`src/rtl/capture6_fifo.sv`:
```
// Edge-triggered capture of a 6-bit gated bus into a DEPTH-entry FIFO; one-cycle capture-to-head latency.
// Backpressure via ready_i; a capture while full with no pop is dropped and latched in sticky overflow_o.
module capture6_fifo #(
   parameter int DEPTH = 4
) (
   input  logic                       clk_i,
   input  logic                       rst_ni,
   input  logic [5:0]                 data_i,
   input  logic                       en_i,
   input  logic                       clr_i,
   input  logic                       ready_i,
   output logic [5:0]                 data_o,
   output logic                       valid_o,
   output logic [$clog2(DEPTH):0]     count_o,
   output logic                       full_o,
   output logic                       overflow_o
);

   localparam int AW = (DEPTH > 1) ? $clog2(DEPTH) : 1;
   localparam int CW = $clog2(DEPTH) + 1;
   localparam logic [CW-1:0] DEPTH_C = CW'(DEPTH);

   logic [5:0]    mem_q [DEPTH];
   logic [AW-1:0] wr_ptr_q, wr_ptr_d;
   logic [AW-1:0] rd_ptr_q, rd_ptr_d;
   logic [CW-1:0] count_q, count_d;
   logic          ovf_q, ovf_d;
   logic          en_q;

   logic cap, pop, push, full;

   assign full = (count_q == DEPTH_C);
   assign cap  = en_i & ~en_q;
   assign pop  = (count_q != '0) & ready_i;
   // A full buffer still takes a capture when the head leaves on the same edge.
   assign push = cap & (~full | pop);

   always_comb begin
      wr_ptr_d = wr_ptr_q;
      rd_ptr_d = rd_ptr_q;
      count_d  = count_q;
      ovf_d    = ovf_q;
      if (clr_i) begin
         wr_ptr_d = '0;
         rd_ptr_d = '0;
         count_d  = '0;
         ovf_d    = 1'b0;
      end else begin
         if (push) wr_ptr_d = wr_ptr_q + AW'(1);
         if (pop)  rd_ptr_d = rd_ptr_q + AW'(1);
         if (push && !pop)      count_d = count_q + CW'(1);
         else if (pop && !push) count_d = count_q - CW'(1);
         if (cap && full && !pop) ovf_d = 1'b1;
      end
   end

   always_ff @(posedge clk_i or negedge rst_ni) begin
      if (!rst_ni) begin
         en_q     <= 1'b0;
         wr_ptr_q <= '0;
         rd_ptr_q <= '0;
         count_q  <= '0;
         ovf_q    <= 1'b0;
      end else begin
         en_q     <= en_i;
         wr_ptr_q <= wr_ptr_d;
         rd_ptr_q <= rd_ptr_d;
         count_q  <= count_d;
         ovf_q    <= ovf_d;
      end
   end

   // Storage is left unreset; count_q gates every read of it.
   always_ff @(posedge clk_i) begin
      if (push && !clr_i) mem_q[wr_ptr_q] <= data_i;
   end

   assign valid_o    = (count_q != '0);
   assign full_o     = full;
   assign count_o    = count_q;
   assign overflow_o = ovf_q;
   assign data_o     = valid_o ? mem_q[rd_ptr_q] : 6'b0;

endmodule

```
`config.mk`:
```
export PLATFORM = sky130hd
export DESIGN_NAME = capture6_fifo
export DESIGN_NICKNAME = d
export VERILOG_FILES = /design/src/rtl/capture6_fifo.sv
export SDC_FILE = /design/constraint.sdc
export NUM_CORES = 1
export LEC_CHECK = 0
export BUFFER_PORTS_ARGS = -buffer_cell sky130_fd_sc_hd__buf_2
export CAP_MARGIN = 20
export CORE_ASPECT_RATIO = 0.7
export CORE_MARGIN = 4
export CORE_UTILIZATION = 62
export CTS_BUF_LIST = sky130_fd_sc_hd__clkbuf_8
export CTS_CLUSTER_SIZE = 10
export DETAILED_ROUTE_END_ITERATION = 10
export GPL_ROUTABILITY_DRIVEN = 0
export PLACE_DENSITY = 0.94
export SLEW_MARGIN = 20
export SYNTH_ARGS = -nofsm -noshare
export SYNTH_HDL_FRONTEND = slang
export SYNTH_SLANG_ARGS = --single-unit
export TNS_END_PERCENT = 10
```
`constraint.sdc`:
```
create_clock -name clk_i -period 6.2 [get_ports clk_i]
set_clock_uncertainty 0.1 [all_clocks]
set_input_delay 0.62 -clock clk_i [delete_from_list [all_inputs] [get_ports clk_i]]
set_output_delay 0.62 -clock clk_i [all_outputs]
set_load 0.005 [all_outputs]
```
### Yosys cells after proc, flatten, opt, wreduce, memory -nomap -nowiden

Memories as Yosys holds them, arrays and structs flattened.
Index checks and enable logic that the tools add are counted.
Widths: inputs -> output; s select.

| operators by class | value |
|---|---|
| bitwise operators | 6 |
| multiplexer cells | 12 |
| equal/unequal tests | 1 |
| reductions and logical operators | 13 |
| $add $sub $neg | 4 |

Operators by type and width:

| kind | count |
|---|---|
| $mux 3 | 3 |
| $mux 2 | 4 |
| $mux 6 | 1 |
| $reduce_bool 2->1 | 3 |
| $reduce_bool 3->1 | 2 |
| $logic_and 1x1->1 | 5 |
| $add 2x1->2 const B | 2 |
| $mux 1 | 4 |
| $add 3x1->3 const B | 1 |
| $and 1x1->1 | 3 |
| $eq 3x3->1 const B | 1 |
| $logic_not 1->1 | 3 |
| $sub 3x1->3 const B | 1 |
| $not 1->1 | 2 |
| $or 1x1->1 | 1 |

| storage, ports and cells | value |
|---|---|
| memory bits (writable) | 24 |
| bits in registers | 9 |
| memories kept | 1 |
| output and inout bits | 12 |
| input port bits | 11 |

Memories:

| name | depth | width | read ports | clocked after memory_dff | wr ports | RTL line | RTL |
|---|---|---|---|---|---|---|---|
| mem_q | 4 | 6 | 1 | 0 | 1 | 23 | `logic [5:0] mem_q [DEPTH];` |

### Depth between registers and ports, before layout

| depth | value |
|---|---|
| depth in word-level cells | 9 |
| mapped depth | 7 |
| gate-level depth less buffers | 7 |

### Worst setup path before layout

Ideal clock, no wire load.

| path | value |
|---|---|
| path kind | input port to flip-flop |
| start | in en_i |
| end | reg count_q[2], in the netlist count_o[2] |
| buffers on the path | 0 |
| arrival | 1.926 ns |
| slack | 4.037 ns |
| stages on the path | 7 |
| data required time | 5.964 ns |
| cell sequence | and2b_4 nand2_1 nor2_1 fa_1 or3_1 a32oi_1 a21oi_1 |

| on the way | value |
|---|---|
| word-level cells in the longest chain between the ends | 5 |
| elaborated cells on any way between the ends | 8 |
| classes of those cells | mux: 2; bitwise: 2; reduce/logical: 4 |

RTL lines:

| item | RTL line | RTL |
|---|---|---|
| from (decl) | 9 | `input logic en_i,` |
| $and 1x1->1 (*) | 33 | `assign cap = en_i & ~en_q;` |
| $and 1x1->1 (*) | 36 | `assign push = cap & (~full \| pop);` |
| $logic_and 1x1->1 / $logic_not 1->1 (equally long branches) | 51, 52 |  |
| $mux 3 / $logic_and 1x1->1 (equally long branches) | 51, 52 |  |
| $mux 3 / $reduce_bool 3->1 (equally long branches) | - |  |
| to (signal assigned) | 68 | `count_q <= count_d;` |
| to (decl) | 26 | `logic [CW-1:0] count_q, count_d;` |

Mark *: on every way between the ends. The rest lies on a longest branch, timed or not.
A chain may end at the register's enable or synchronous reset.

### Worst setup path in the final report

| path | value |
|---|---|
| start | reg rd_ptr_q[0] |
| end | out data_o[4] |

| on the way | value |
|---|---|
| word-level cells in the longest chain between the ends | 2 |

RTL lines:

| item | RTL line | RTL |
|---|---|---|
| from (decl) | 25 | `logic [AW-1:0] rd_ptr_q, rd_ptr_d;` |
| from (signal assigned) | 67 | `rd_ptr_q <= rd_ptr_d;` |
| $mem_v2 4x6 | - |  |
| $mux 6 | 82 | `assign data_o = valid_o ? mem_q[rd_ptr_q] : 6'b0;` |
| to (decl) | 12 | `output logic [5:0] data_o,` |

Every way passes these cells.

==> run summary <==
### Run status
* **status** completed

### Logic synthesis
* **leading post-synthesis cells by cell area** edfxtp_1 (48%), dfrtp_1 (15%), mux4_2 (9.1%)
* **synthesized instance count** 101
* **area leader, netlist** edfxtp_1
* **synthesis warning total** 0
* **cell with the most instances after synthesis** edfxtp_1
* **post-synthesis average cell area** 14.7 um^2
* **synthesized cell area** 1490 um^2
* **post-synthesis async set-or-reset flop share** 27.3%
* **share of Yosys cell area claimed by the top area cell type** 48.4%
* **number of enable-type register cells in the synthesized netlist** 24
* **sequential area share after synthesis** 63.5%
* **flip-flop and latch count after synthesis** 33
* **Cell variety after synth** 27
* **net count of the mapped netlist** 117
* **top cell types by occurrence after synthesis** edfxtp_1 (24), nor2_1 (13), and2_1 (11)
* **top_reg_cell synth** edfxtp_1

### Floorplanning
* **total I/O pin count** 23
* **Core ar.** 2220 um^2
* **die boundary height** 49 um
* **full die area** 3260 um^2
* **Initial Util** 66.9%
* **Core Rows** 14
* **die width** 66.6 um

### Worst setup path
* **max incr delay on CP** 0.65 ns
* **Max stage delay cell, worst path** dfrtp_1
* **kind of critical path** flip-flop to output port
* **critical-path cell list** mux4_2, and2_1, buf_2
* **Required @ worst endpoint** 5.48 ns
* **Max FO, Critical Path** 8
* **capturing element type of the critical path** output port
* **arrival time worst endpoint** 1.77 ns
* **element type at the critical path start** flip-flop

### Detailed routing
* **total DRC errors in the routed layout** 0
* **average wire per standard cell** 18.5 um
* **number of nets still failing antenna checks after routing** 0
* **number of vias in the routed layout** 933
* **number of search-and-repair iterations in the first detailed-routing pass** 4
* **First DRT Iteration DRCs** 84
* **overall routed net length** 2940 um
* **number of vias per cell** 5.87

### CTS
* **Resized Gates After CTS** 0
* **sinks on the clock net** 33
* **clock tree from TritonCTS** yes
* **clock root buffer master** clkbuf_8
* **number of H-tree levels** 2
* **hold buffer count at cts** 0
* **clock latency of the later-clocked register in the worst-skew pair** 0.27 ns
* **Post-CTS Setup Inserts** 0
* **Clock Tree Buf Depth** 2
* **clock edge transition at the registers on the reported setup and hold paths** 0.06 ns
* **number of CTS-inserted buffers** 5

### Finish
* **share of layout cells above drive strength 1** 32.3%
* **Net count, final** 142
* **antenna fix cells** 0
* **flip-flop and latch area** 946 um^2
* **number of filler cells placed in the layout** 129
* **Synth-to-Final Area Change** 16.7%
* **area of the multi-input gates** 507 um^2

### Placement
* **placed wire-length estimate** 2080 um
* **port bufs** 22

### Job
* **max-cap violation count** 0

### Power
* **total power of the final layout** 665 uW
* **static leakage** 0.705 nW
* **power density cells** 383 nW/um^2
* **Max rail drop VDD** 0.000250 V

### Global route
* **vias in the first global route** 978
* **Global Route met3 Usage** 6.91%
* **antenna violations before repair** 0
* **Most Used Layer, Global Route** met2
* **maximum number of pins on one net before global-route repair** 12
* **remaining global-route overflow** 0
* **Global Route met2 Usage** 33.7%
* **gr usage total** 20.9%
* **met1 layer usage reported by global route** 25.9%
* **first-pass GRT wire length** 4860 um

### Timing
* **Slew headroom** 67.3%
* **accumulated negative setup slack** 0 ns
* **final hold viol count** 0
* **number of max-slew violations in the final report** 0
* **final-report setup violation count** 0
* **setup repair after global routing missed its margin** false
* **actual slew at the worst max-slew pin** 0.490 ns
* **minimum period implied by the final worst setup slack** 2.49 ns
* **highest clock frequency the design can meet** 401 MHz
* **ratio of final minimum period to clock period** 40.2%

### Min path
* **class of the tightest hold or removal check** primary input to async pin

-- area by class of cell --
class                           count  area share [%]
Inverter                            5            1.08
Multi-Input combinational cell     59            29.2
Clock buffer                        6            4.75
Sequential cell                    33            54.4
Timing Repair Buffer               22            6.34
Tap cell                           32            2.30
Clock inverter                      2            1.94
-- report_power, final --
group / leakage (nW) / switching [mW] / internal, mW
clock: 0.0626 / 0.0758 / 0.129
combinational: 0.306 / 0.0861 / 0.0912
sequential: 0.337 / 0.0301 / 0.253
total: 0.705 / 0.192 / 0.473
-- through the flow --
step	instance area [um^2]	hold slack [ns]	utilization, %	setup slack, ns	instances
2_1_floorplan	1490	0.224	-	4.04	101
3_3_place_gp	1620	0.377	72.9	3.89	151
3_5_place_dp	1620	0.380	72.9	3.75	151
4_1_cts	1740	0.0959	78.1	3.69	159
5_1_grt	1740	0.0927	78.1	3.63	159
6_report	1740	0.0917	78.1	3.71	159
-- registers in the layout, summed over array words and instances (netlist names) --
| name | count |
|---|---|
| wr_ptr_q | 2 |
| count_o | 3 |
| en_q | 1 |
| overflow_o | 1 |
| rd_ptr_q | 2 |
| mem_q | 24 |
-- worst paths after layout --
path / startpoint / to / cells after the start / slack [ns]
setup / recovery: rd_ptr_q[0] / data_o[4] / 3 / 3.71
max in group asynchronous: rst_ni / wr_ptr_q[1] / 1 / 5.72
hold / removal: rst_ni / rd_ptr_q[1] / 1 / 0.09
setup reg to reg: count_o[0] / count_o[2] / 7 / 3.74
min in group clk_i: en_i / en_q / 1 / 0.38
hold reg to reg: overflow_o / overflow_o / 2 / 0.39
-- routing by layer --
layer	vias up	share of wire, %
li1	408	-
met5	-	0
met3	14	7.0
met4	0	2.3
met2	58	52
met1	453	38
-- cell families (layout without fill, tap and decap cells) --
logic type / Yosys count / after routing / share of synthesized area (%)
AOI/OAI and AO/OA: 7 / 7 / 3.87
buffers and inverters: 9 / 35 / 2.44
xor gates and xnor gates: 4 / 4 / 2.35
muxes: 9 / 9 / 11.3
DFF: 33 / 33 / 63.5
adders and majority gates: 5 / 5 / 4.71
and+or+nand+nor: 34 / 34 / 11.8
-- placed cells by master, fill, tap and decap left out --
master / n
a21o_1: 1
a21oi_1: 1
a22oi_2: 1
a31o_2: 1
a31oi_1: 1
a32oi_1: 1
and2_1: 11
and2b_4: 1
buf_2: 22
bufinv_16: 1
clkbuf_8: 6
dfrtp_1: 9
edfxtp_1: 24
fa_1: 1
ha_1: 4
inv_1: 6
mux2_2: 2
mux2i_1: 1
mux4_2: 6
nand2_1: 3
nand2b_1: 1
nand3_1: 2
nor2_1: 13
o21ai_2: 1
or3_1: 2
or3b_1: 1
xnor2_1: 2
xor2_1: 2
-- worst max-delay path: cells and delay by family (launching register included) --
kind / cells / cell delay, ns
AND/OR/NAND/NOR: 1 / 0.16
flip-flops: 1 / 0.65
multiplexers: 1 / 0.57
buffers and inverters: 1 / 0.12
(Power assumes the default switching activity.)
